==> config.mk <==
export PLATFORM = sky130hd
export DESIGN_NAME = div_sequencer_flat
export DESIGN_NICKNAME = d
export VERILOG_FILES = /design/src/rtl/div_sequencer_if.sv /design/src/rtl/div_sequencer.sv /design/src/flat_wrapper.sv
export SDC_FILE = /design/constraint.sdc
export NUM_CORES = 1
export LEC_CHECK = 0
export ABC_AREA = 0
export CAP_MARGIN = 20
export CORE_MARGIN = 2
export CORE_UTILIZATION = 55
export DETAILED_ROUTE_END_ITERATION = 6
export GPL_TIMING_DRIVEN = 0
export PLACE_DENSITY = 0.84
export SLEW_MARGIN = 20
export SYNTH_ARGS = -nofsm -noshare
export SYNTH_HDL_FRONTEND = slang
export SYNTH_SLANG_ARGS = --single-unit
==> constraint.sdc <==
create_clock -name clk -period 15.1 [get_ports clk]
set_input_delay 3.02 -clock clk [delete_from_list [all_inputs] [get_ports clk]]
set_output_delay 3.02 -clock clk [all_outputs]
set_load 0.1 [all_outputs]
==> src/rtl/div_sequencer_if.sv <==
// div_sequencer_if: divide request/result bus; master=pipeline drives reqValid/divOp/rv64/ia/ib/flush, slave=divider drives hold/outValid/result
interface div_sequencer_if #(parameter int XLEN = 64);
  logic reqValid;
  logic [1:0] divOp;
  logic rv64;
  logic [XLEN-1:0] ia;
  logic [XLEN-1:0] ib;
  logic flush;
  logic hold;
  logic outValid;
  logic [XLEN-1:0] result;
  modport master(output reqValid, divOp, rv64, ia, ib, flush, input hold, outValid, result);
  modport slave(input reqValid, divOp, rv64, ia, ib, flush, output hold, outValid, result);
endinterface

==> src/rtl/div_sequencer.sv <==
// div_sequencer: iterative RV64M DIV/DIVU/REM/REMU(+W) unit, radix-2^BPC restoring; ports clk, rst (async active-low), bus (slave: request in, hold/outValid/result out)
module div_sequencer #(
  parameter int XLEN = 64,
  parameter int BPC = 1
) (
  input logic clk,
  input logic rst,
  div_sequencer_if.slave bus
);
  typedef enum logic [1:0] {IDLE, BUSY, DONE} state_t;
  state_t state;
  logic [5:0] cnt;
  logic [XLEN-1:0] quo, rem, dsr, resultQ;
  logic isRem, w, negQ, negR, validQ;
  logic sgn, sa, sb, divZero, ovf;
  logic [XLEN-1:0] a, b, magA, magB, specRaw, specW, qn, rn, qRes, rRes, fin, finW;
  logic [XLEN:0] t;
  // W variants operate on the low word, extended per signedness, so one 64-bit datapath serves both widths
  assign sgn = ~bus.divOp[0];
  assign a = bus.rv64 ? (sgn ? {{32{bus.ia[31]}}, bus.ia[31:0]} : {32'b0, bus.ia[31:0]}) : bus.ia;
  assign b = bus.rv64 ? (sgn ? {{32{bus.ib[31]}}, bus.ib[31:0]} : {32'b0, bus.ib[31:0]}) : bus.ib;
  assign sa = sgn & a[63];
  assign sb = sgn & b[63];
  assign magA = sa ? -a : a;
  assign magB = sb ? -b : b;
  assign divZero = b == '0;
  assign ovf = sgn & (a == (bus.rv64 ? 64'hFFFF_FFFF_8000_0000 : 64'h8000_0000_0000_0000)) & (b == '1);
  assign specRaw = divZero ? (bus.divOp[1] ? a : '1) : (bus.divOp[1] ? '0 : a);
  assign specW = bus.rv64 ? {{32{specRaw[31]}}, specRaw[31:0]} : specRaw;
  always_comb begin
    qn = quo;
    rn = rem;
    t = '0;
    for (int i = 0; i < BPC; i++) begin
      t = {rn, qn[63]};
      qn = {qn[62:0], 1'b0};
      if (t >= {1'b0, dsr}) begin
        t = t - {1'b0, dsr};
        qn[0] = 1'b1;
      end
      rn = t[63:0];
    end
  end
  assign qRes = negQ ? -qn : qn;
  assign rRes = negR ? -rn : rn;
  assign fin = isRem ? rRes : qRes;
  assign finW = w ? {{32{fin[31]}}, fin[31:0]} : fin;
  assign bus.hold = ((state == IDLE & bus.reqValid) | state == BUSY) & ~bus.flush;
  assign bus.outValid = validQ;
  assign bus.result = resultQ;
  always_ff @(posedge clk or negedge rst) begin
    if (!rst) begin
      state <= IDLE;
      cnt <= '0;
      quo <= '0;
      rem <= '0;
      dsr <= '0;
      resultQ <= '0;
      isRem <= 1'b0;
      w <= 1'b0;
      negQ <= 1'b0;
      negR <= 1'b0;
      validQ <= 1'b0;
    end else begin
      validQ <= 1'b0;
      if (bus.flush) state <= IDLE;
      else case (state)
        IDLE: if (bus.reqValid) begin
          isRem <= bus.divOp[1];
          w <= bus.rv64;
          negQ <= sa ^ sb;
          negR <= sa;
          // left-align the 32-bit dividend so 32 shifts leave the quotient in the low word
          quo <= bus.rv64 ? {magA[31:0], 32'b0} : magA;
          rem <= '0;
          dsr <= magB;
          if (divZero | ovf) begin
            state <= DONE;
            resultQ <= specW;
            validQ <= 1'b1;
          end else begin
            state <= BUSY;
            cnt <= bus.rv64 ? 6'(32 / BPC - 1) : 6'(64 / BPC - 1);
          end
        end
        BUSY: begin
          quo <= qn;
          rem <= rn;
          if (cnt == '0) begin
            state <= DONE;
            resultQ <= finW;
            validQ <= 1'b1;
          end else cnt <= cnt - 6'd1;
        end
        default: state <= IDLE;
      endcase
    end
  end
endmodule
==> src/flat_wrapper.sv <==
// flat-port wrapper written by rule: the top's interface ports become plain ports
module div_sequencer_flat 
#(
  parameter int XLEN = 64,
  parameter int BPC = 1
)
  (clk, rst, bus_reqValid, bus_divOp, bus_rv64, bus_ia, bus_ib, bus_flush, bus_hold, bus_outValid, bus_result);
  div_sequencer_if #(.XLEN(XLEN)) bus_i ();
  input logic clk;
  input logic rst;
  input wire logic [$bits(bus_i.reqValid)-1:0] bus_reqValid;
  input wire logic [$bits(bus_i.divOp)-1:0] bus_divOp;
  input wire logic [$bits(bus_i.rv64)-1:0] bus_rv64;
  input wire logic [$bits(bus_i.ia)-1:0] bus_ia;
  input wire logic [$bits(bus_i.ib)-1:0] bus_ib;
  input wire logic [$bits(bus_i.flush)-1:0] bus_flush;
  output wire logic [$bits(bus_i.hold)-1:0] bus_hold;
  output wire logic [$bits(bus_i.outValid)-1:0] bus_outValid;
  output wire logic [$bits(bus_i.result)-1:0] bus_result;
  assign bus_i.reqValid = bus_reqValid;
  assign bus_i.divOp = bus_divOp;
  assign bus_i.rv64 = bus_rv64;
  assign bus_i.ia = bus_ia;
  assign bus_i.ib = bus_ib;
  assign bus_i.flush = bus_flush;
  assign bus_hold = bus_i.hold;
  assign bus_outValid = bus_i.outValid;
  assign bus_result = bus_i.result;
  div_sequencer #(.XLEN(XLEN), .BPC(BPC)) u_core (.clk(clk), .rst(rst), .bus(bus_i));
endmodule
==> results.sh <==
export IMPL_num_rows=78
export IMPL_post_cts_setup_buffers=0
export IMPL_routedWlPerCell_um=28.1
export IMPL_drive_above_1_share=0.0354
export IMPL_leakage_nw=11.5
export IMPL_crit_path_end="u_core.bus.result[62]"
export IMPL_grt_pass1_vias=26900
export IMPL_endpoint_kind="flop"
export IMPL_drtAntennaViolNets=0
export IMPL_cpPeakStageDelay_ns=0.78
export IMPL_ys_seq_area_frac=0.270
export IMPL_htreeDepth=1
export IMPL_die_area_mm2=0.0471
export IMPL_fin_crit_ns=10.31
export IMPL_routed_wl_mm=120
export IMPL_drt_first_pass_iters=7
export IMPL_final_nets=3853
export IMPL_num_vias=29900
export IMPL_maxCapViolCount=0
export IMPL_worstSetupPathType="flop to flop"
export IMPL_cts_buffers=30
export IMPL_dp_hpwl_mm=95.8
export IMPL_finalInstanceArea_mm2=0.0288
export IMPL_cts_repair_resized=0
export IMPL_place_congestion=1.08
export IMPL_die_h_um=217
export IMPL_r2r_worst_path_cells=29
export IMPL_initial_utilization=0.554
export IMPL_critPathMaxFanout=10
export IMPL_arrival_ns=10.84
export IMPL_wl_met1_mm=46.5
export IMPL_clock_latency_ns=0.61
export IMPL_area_growth_pct=15.1
export IMPL_hold_path_class="flop to flop"
export IMPL_antenna_found_initial=3
export IMPL_cts_tree="built"
export IMPL_setup_viol=0
export IMPL_status="finished with violations"
export IMPL_clock_path_buffers=3
export IMPL_syn_area_per_cell_um2=7.30
export IMPL_dp_cells=4214
export IMPL_synth_edff_count=0
export IMPL_whs_ns=0.481
export IMPL_grt_ovfl_total=0
export IMPL_ys_top_cells_by_area="dfrtp_1, o21ai_0, nand2_1"
export IMPL_finalMaxSlewViolations=0
export IMPL_crit_start="u_core.dsr[34]"
export IMPL_rsz0062_at_grt="no"
export IMPL_ys_types=86
export IMPL_grt_pass1_wl_mm=173
export IMPL_ioPinCount=201
export IMPL_drtIter0Drc=4509
export IMPL_post_synth_inst_count=3422
export IMPL_wl_met3_mm=19.0
export IMPL_cp_start_kind="flop"
export IMPL_ys_ff_latch=269
export IMPL_fin_skew_ns=0.0380
export IMPL_grt_max_degree=106
export IMPL_clock_sinks=269
export IMPL_root_buffer="clkbuf_16"
export IMPL_timing_rr_end="u_core.bus.result[62]"
export IMPL_crit_required_ns=15.64
export IMPL_synth_flop_cell="dfrtp_1"
export IMPL_die_w_um=217
export IMPL_syn_nets=3629
export IMPL_failed_checks="DRC"
export IMPL_powerDensity_mw_per_mm2=101
export IMPL_track_usage=0.492
export IMPL_drc=1
export IMPL_rr_startpoint="u_core.dsr[34]"
export IMPL_nFillCells=4283
export IMPL_path_clk_slew_ns=0.06
export IMPL_synth_top_area_cell="dfrtp_1"
export IMPL_timing_slew_headroom=0.188
export IMPL_dpl_cell_area_mm2=0.0277
export IMPL_worst_slew_pin_slew_ns=1.21
export IMPL_async_flop_share=1.00
export IMPL_crit_top_cell="a21oi_1"
export IMPL_synth_commonest_cells="nand2_1, o21ai_0, nor2_1, a21oi_1, dfrtp_1"
export IMPL_yosys_area_top_type_share=0.270
export IMPL_post_synth_top_count_cell="nand2_1"
export IMPL_fmax_ghz=0.0970
export IMPL_layout_cells_non_filler=4272
export IMPL_yosys_warnings=0
export IMPL_synth_area_mm2=0.0250
export IMPL_r2r_slack_ns=4.79
export IMPL_cp_slowest_cell="a221oi_2"
export IMPL_coreArea_mm2=0.0451
export IMPL_vias_per_cell=7.00
export IMPL_cts_hold_buf=0
export IMPL_io_buffer_count=188
export IMPL_hold_viol_final=0
export IMPL_timing_final_crit_share=0.682
export IMPL_top_layer="met5"
export IMPL_met2_length_mm=48.2
export IMPL_p_total_w=0.00291
export IMPL_irDropWorstVdd_mv=0.0995
-- cells by family (layout without fill, tap and decap cells) --
| group | after synthesis | in the layout | share of synthesized area |
|---|---|---|---|
| AO/OA/AOI/OAI | 1191 | 1191 | 0.294 |
| buffers and inverters | 341 | 589 | 0.0527 |
| other | 0 | 2 | 0 |
| AND/OR/NAND/NOR | 1215 | 1215 | 0.228 |
| XOR/XNOR | 278 | 278 | 0.0975 |
| adder cells (fa/ha/maj) | 93 | 93 | 0.0448 |
| flip-flops | 269 | 269 | 0.270 |
| multiplexers | 35 | 35 | 0.0141 |
-- metal layers --
layer  vias to the layer above  GRT usage
li1                      12900          -
met1                     14200      0.659
met2                      2348      0.698
met3                       432      0.202
met4                         4      0.207
met5                         -          0
-- layout make-up --
cell class / instances / area [um2] / share of cell area
Antenna cell: 2 / 5.00 / 0.000174
Buffer: 232 / 906 / 0.0315
Clock inverter: 16 / 186 / 0.00648
Sequential cell: 269 / 6730 / 0.234
Multi-Input combinational cell: 2812 / 16900 / 0.589
Inverter: 109 / 409 / 0.0142
Timing Repair Buffer: 192 / 1980 / 0.0687
Tap cell: 600 / 751 / 0.0261
Clock buffer: 40 / 858 / 0.0298
-- placed cells by master (no fill, tap or decap), types with 24 or more instances in the layout --
master	count
nand2_1	446
o21ai_0	426
nor2_1	331
a21oi_1	279
dfrtp_1	269
clkbuf_1	191
clkdlybuf4s50_1	187
xnor2_1	149
xor2_1	129
inv_1	106
nor3_1	92
ha_1	71
a211oi_1	69
nor4_1	55
nand4_1	51
o31ai_1	50
a31oi_1	48
nand3_1	45
a22oi_1	39
o211ai_1	35
mux2i_1	33
a21o_1	32
clkbuf_16	30
or3_1	29
o41ai_1	28
or4_1	27
a22o_1	24
-- registers in the layout (all words and copies together), names as in the netlist --
register / count
u_core.isRem: 1
u_core.rem: 64
u_core.cnt: 6
u_core.w: 1
u_core.state: 2
u_core.negR: 1
u_core.dsr: 64
u_core.quo: 64
u_core.bus.outValid: 1
u_core.bus.result: 64
u_core.negQ: 1
-- through the flow --
step | setup WS, ns | util | setup TNS [ns]
4_1_cts | 5.40 | 0.638 | 0
2_1_floorplan | 7.89 | - | 0
3_5_place_dp | 5.46 | 0.615 | 0
3_3_place_gp | -0.327 | 0.612 | -69.37
5_1_grt | 4.64 | 0.638 | 0
6_report | 4.79 | 0.638 | 0
-- report_power, final --
| group | internal, W | total, W | switching (W) | leakage [nW] |
|---|---|---|---|---|
| combinational | 0.000364 | 0.00123 | 0.000867 | 7.55 |
| clock | 0.000452 | 0.000786 | 0.000334 | 0.502 |
| sequential | 0.000802 | 0.000891 | 0.0000894 | 3.47 |
| total | 0.00162 | 0.00291 | 0.00129 | 11.5 |
-- worst min path at each step --
stage,to,from,depth (start not counted)
floorplan,u_core.dsr[10],u_core.dsr[10],2
global placement,u_core.dsr[17],u_core.dsr[17],2
detailed placement,u_core.dsr[60],u_core.dsr[60],2
CTS,u_core.dsr[60],u_core.dsr[60],2
global route,u_core.dsr[26],u_core.dsr[26],2
finish,u_core.dsr[60],u_core.dsr[60],2
-- worst max-delay path: cells and delay by family (launching register included) --
| kind | cells | cell delay [ns] |
|---|---|---|
| buffers and inverters | 8 | 3.54 |
| DFF | 1 | 0.39 |
| adders and majority gates | 2 | 0.71 |
| AOI/OAI and AO/OA | 10 | 2.89 |
| and+or+nand+nor | 8 | 2.59 |
| xor gates and xnor gates | 1 | 0.09 |
(Power assumes the default switching activity.)
